==> src/rtl/inst_fetch.sv <==
// Instruction-fetch stage: PC register, loadable instruction memory, next-PC selection,
// run/halt control and a saturating retired-instruction counter.
module inst_fetch #(
  parameter int unsigned ADDR_W    = 6,
  parameter logic [31:0] RESET_PC  = 32'h0000_0000,
  parameter logic [31:0] HALT_WORD = 32'hFC00_0000
) (
  input  logic              clk_i,
  input  logic              rst_ni,
  input  logic              start_i,
  input  logic              step_i,
  input  logic              branch_taken_i,
  input  logic [31:0]       branch_offset_i,
  input  logic              jump_i,
  input  logic [25:0]       jump_index_i,
  input  logic              imem_we_i,
  input  logic [ADDR_W-1:0] imem_waddr_i,
  input  logic [31:0]       imem_wdata_i,
  output logic [31:0]       pc_o,
  output logic [31:0]       pc_plus4_o,
  output logic [31:0]       instruction_o,
  output logic              valid_o,
  output logic              halted_o,
  output logic [15:0]       inst_count_o
);

  typedef enum logic [1:0] {StIdle, StRun, StHalt} state_e;

  state_e      state_q;
  logic [31:0] pc_q, pc_d;
  logic [15:0] cnt_q;
  logic        valid_q, halted_q;
  logic [31:0] mem_q [2**ADDR_W];
  logic [31:0] word;
  logic [31:0] pc_plus4;
  logic        is_halt;

  // Upper PC bits are dropped, so fetch addresses alias modulo the memory depth.
  assign word     = mem_q[pc_q[ADDR_W+1:2]];
  assign pc_plus4 = pc_q + 32'd4;
  assign is_halt  = (word == HALT_WORD);

  always_comb begin
    pc_d = pc_plus4;
    if (jump_i) begin
      pc_d = {pc_plus4[31:28], jump_index_i, 2'b00};
    end else if (branch_taken_i) begin
      pc_d = pc_plus4 + {branch_offset_i[29:0], 2'b00};
    end
  end

  // Memory is writable only from IDLE and is never cleared by reset.
  always_ff @(posedge clk_i) begin
    if (rst_ni && (state_q == StIdle) && imem_we_i) begin
      mem_q[imem_waddr_i] <= imem_wdata_i;
    end
  end

  always_ff @(posedge clk_i) begin
    if (!rst_ni) begin
      state_q  <= StIdle;
      pc_q     <= RESET_PC;
      cnt_q    <= 16'h0000;
      valid_q  <= 1'b0;
      halted_q <= 1'b0;
    end else begin
      unique case (state_q)
        StIdle: begin
          if (start_i) begin
            state_q <= StRun;
            valid_q <= 1'b1;
          end
        end
        StRun: begin
          if (step_i) begin
            if (is_halt) begin
              state_q  <= StHalt;
              valid_q  <= 1'b0;
              halted_q <= 1'b1;
            end else begin
              pc_q <= pc_d;
              if (cnt_q != 16'hFFFF) begin
                cnt_q <= cnt_q + 16'd1;
              end
            end
          end
        end
        StHalt: begin
          state_q <= StHalt;
        end
        default: begin
          state_q  <= StIdle;
          valid_q  <= 1'b0;
          halted_q <= 1'b0;
        end
      endcase
    end
  end

  assign pc_o          = pc_q;
  assign pc_plus4_o    = pc_plus4;
  assign instruction_o = valid_q ? word : 32'h0000_0000;
  assign valid_o       = valid_q;
  assign halted_o      = halted_q;
  assign inst_count_o  = cnt_q;

endmodule

==> config.mk <==
export PLATFORM = sky130hd
export DESIGN_NAME = inst_fetch
export DESIGN_NICKNAME = d
export VERILOG_FILES = /design/src/rtl/inst_fetch.sv
export SDC_FILE = /design/constraint.sdc
export NUM_CORES = 2
export LEC_CHECK = 0
export BUFFER_PORTS_ARGS = -buffer_cell sky130_fd_sc_hd__buf_2
export CORE_UTILIZATION = 50
export DETAILED_ROUTE_END_ITERATION = 8
export GPL_ROUTABILITY_DRIVEN = 0
export PLACE_DENSITY = 0.77
export SLEW_MARGIN = 20
export SYNTH_ARGS = -nofsm -noshare
export SYNTH_HDL_FRONTEND = slang
export SYNTH_SLANG_ARGS = --single-unit
==> constraint.sdc <==
create_clock -name clk_i -period 3.89 [get_ports clk_i]
set_input_delay 0.389 -clock clk_i [delete_from_list [all_inputs] [get_ports clk_i]]
set_output_delay 0.389 -clock clk_i [all_outputs]
set_load 0.02 [all_outputs]
==> impl_metrics.yaml <==
layout:
  final_nets: 5382
  area_growth_pct: 23.8
  multiInputGateArea_um2: 22000
  final_cells: 7622
  final-seq-area_um2: 62600
  nFillCells: 10586
  layout-drive-gt1-share_pct: 38.4
timing:
  fin_crit_ns: 4.43
  finClkSkew_ns: 0.0414
  grt_setup_unrepaired: "yes"
  hold_violations: 0
  finalCritPeriodShare_pct: 114
  drv_slew: 0
  maxSlewHeadroom_pct: 21.5
  report.final.setup_viol: 88
  final.setup.worst_slack_ns: -0.537
  fmax_mhz: 226
  tightest_slew_ns: 1.18
global_routing:
  antenna_found_initial: 22
  grt_overflow: 0
  grtUsageTotal_pct: 32.3
  grt_pass1_vias: 50803
  grt_pass1_wl_um: 380000
  grt_max_degree: 65
cts:
  clk_pin_slew_worst_paths_ns: 0.07
  root_buffer: "clkbuf_16"
  clk_latency_ns: 0.87
  cts_tree: "yes"
  clock-sinks: 2104
  cts_buffers: 205
  htreeDepth: 4
  cts.path.max_buffers: 3
yosys:
  syn_area_um2: 84100
  synth-seq-cells: 2104
  synth_edf_count: 2048
  ys_warn_count: 0
  syn_avg_cell_area_um2: 19.8
  synth_top_cell_by_area: "edfxtp_1"
  synthFlopType: "edfxtp_1"
  ys_top_cells_by_count: "edfxtp_1 (2,048), mux4_2 (473), nand2_1 (197)"
  synth_top_area_share_pct: 73.1
  ys_seq_area_share_pct: 74.5
  synthTopCellsByArea: "edfxtp_1 (73%), mux4_2 (13%), mux2i_1 (2.2%), dfxtp_1 (1.3%), nand2_1 (0.88%)"
  yosys.cell_count.top_type: "edfxtp_1"
  synth_cell_type_count: 86
  async_flop_share_pct: 0
  netlist_instances: 4247
route:
  wl_per_cell_um: 36.9
  routed_wl_um: 282000
  num_vias: 51763
  antenna_left: 0
  vias_per_cell: 6.79
  drc: 0
  first_pass_iters: 8
  drt-initial-drc-count: 9084
power_and_ir_drop:
  vdd_drop_max_v: 0.000444
  p_leak_nw: 34.0
  seqPwrFrac_pct: 47.0
  total_power_w: 0.0534
  pwr-share-clk_pct: 38.0
  switching_share_pct: 25.3
  power_switching_w: 0.0135
  intPower_w: 0.0399
  comb_power_share_pct: 15.0
  powerDensity_nw_per_um2: 513
worst_setup_path:
  critPathRequiredTime_ns: 4.62
  cp.arrival_ns: 5.16
  start_kind: "flip-flop"
  endpoint_kind: "flip-flop"
  path_class: "reg -> reg"
  crit_path_max_fanout: 6
floorplan:
  ios: 217
  die_w_um: 412
  dieHeight_um: 412
  start_util_pct: 50.4
  row_count: 150
  die_area_um2: 170000
  core_um2: 167000
place:
  place_inst: 7085
  port_buffers: 210
  dp_hpwl_um: 162000
  place_ws_ns: -0.748
outcome:
  status: "complete, but fails checks"
  violations: "setup timing"
run:
  maxCapViolCount: 0
min_path:
  hold_class: "in -> reg"
  holdCritStartpoint: "jump_index_i[3]"
-- final cells by class --
type	count	area share (%)
Clock buffer	248	5.10
Inverter	27	0.0986
Antenna cell	12	0.0288
Tap cell	2204	2.65
Clock inverter	128	1.40
Sequential cell	2104	60.2
Multi-Input combinational cell	1892	21.1
Timing Repair Buffer	1007	9.44
-- power by group through the flow --
stage               registers [W]  clock network [W]  logic [W]
floorplan                  0.0255                  0    0.00316
global placement           0.0256                  0    0.00630
detailed placement         0.0256                  0    0.00641
CTS                        0.0251             0.0201    0.00716
global route               0.0251             0.0211    0.00816
finish                     0.0251             0.0203    0.00803
-- cells by family (layout without fill, tap and decap cells) --
group	Yosys count	count (layout)	synth area share, %
AOI/OAI and AO/OA	433	433	3.56
xor gates and xnor gates	47	47	0.489
adders and majority gates	42	42	0.634
buffers and inverters	254	1410	1.77
DFF	2104	2104	74.5
muxes	664	664	14.9
other	1	16	0.00446
and+or+nand+nor	702	702	4.14
-- critical path, stage by stage, from the launching register on --
cell and delay, ns:
dfxtp_4 0.39, buf_12 0.14, buf_16 0.14, buf_16 0.11, buf_12 0.10, buf_8 0.09
mux4_2 0.57, o22ai_4 0.29, nor3_4 0.09, nor4_4 0.39, nand2_4 0.18, or4_4 0.53
nor4b_4 0.30, buf_6 0.17, a21o_4 0.20, buf_12 0.13, buf_16 0.11, buf_12 0.10
a211oi_2 0.04, o21a_1 0.20
-- placed cells by master, fill, tap and decap left out, types with 27 or more instances in the layout --
cell type  netlist  layout
a21oi_1         84      57
a21oi_2         12      30
a22oi_1         62      52
buf_12           1     131
buf_2           62     173
buf_4           34     555
buf_6           34      76
clkbuf_1        75      42
clkbuf_16        0     213
clkinv_1         2      39
clkinv_2         0      36
dfxtp_1         56      48
edfxtp_1      2048    2048
ha_1            41      41
mux2i_1        184     179
mux4_2         473     473
nand2_1        197     180
nand3_1         88      80
nand4_1         29      29
nor2_1         157      80
nor2_4           0      68
nor2b_1         39      28
nor3_1          37      27
o21ai_0         51      42
o22ai_1         43      31
-- worst paths after layout --
path,end,slack [ns],cells past startpoint
min reg2reg,inst_count_o[5],0.48,2
max reg2reg,pc_o[25],-0.54,19
min,flip-flop,0.05,4
max,pc_o[25],-0.54,19
-- sequential cells by signal, summed over array words and instances (netlist names), named ones only --
name / cells
inst_count_o: 16
state_q: 2
pc_o: 30
valid_o: 1
mem_q: 2048
halted_o: 1
-- stage by stage --
stage / util, % / cell area, um2 / setup TNS (ns) / hold slack [ns]
floorplan: - / 84200 / -0.00227 / 0.488
global placement: 56.0 / 93500 / -37.63 / 0.468
detailed placement: 56.0 / 93500 / -36.14 / 0.479
CTS: 61.3 / 102000 / -20.39 / 0.00203
global route: 62.3 / 104000 / -35.95 / 0.0185
finish: 62.3 / 104000 / -32.68 / 0.0525
-- per-layer routing --
layer  vias up  part of all wire (%)  track usage, %
li1      19591                     -               -
met1     25933                    31            38.8
met2      5046                    46            49.8
met3      1173                    16            11.9
met4        20                   7.2            19.5
met5         -                 0.082           0.424
-- timing repair --
item                                   in CTS  in global routing
hold buffers                               26                  0
endpoints found under the hold margin      74                  0
gates cloned                               12                  7
setup endpoints to repair                  88                 88
pin swaps                                  38                 72
buffers inserted                           70                 48
resized for setup                         230                234
No activity file was read; power rests on OpenSTA's default activity.
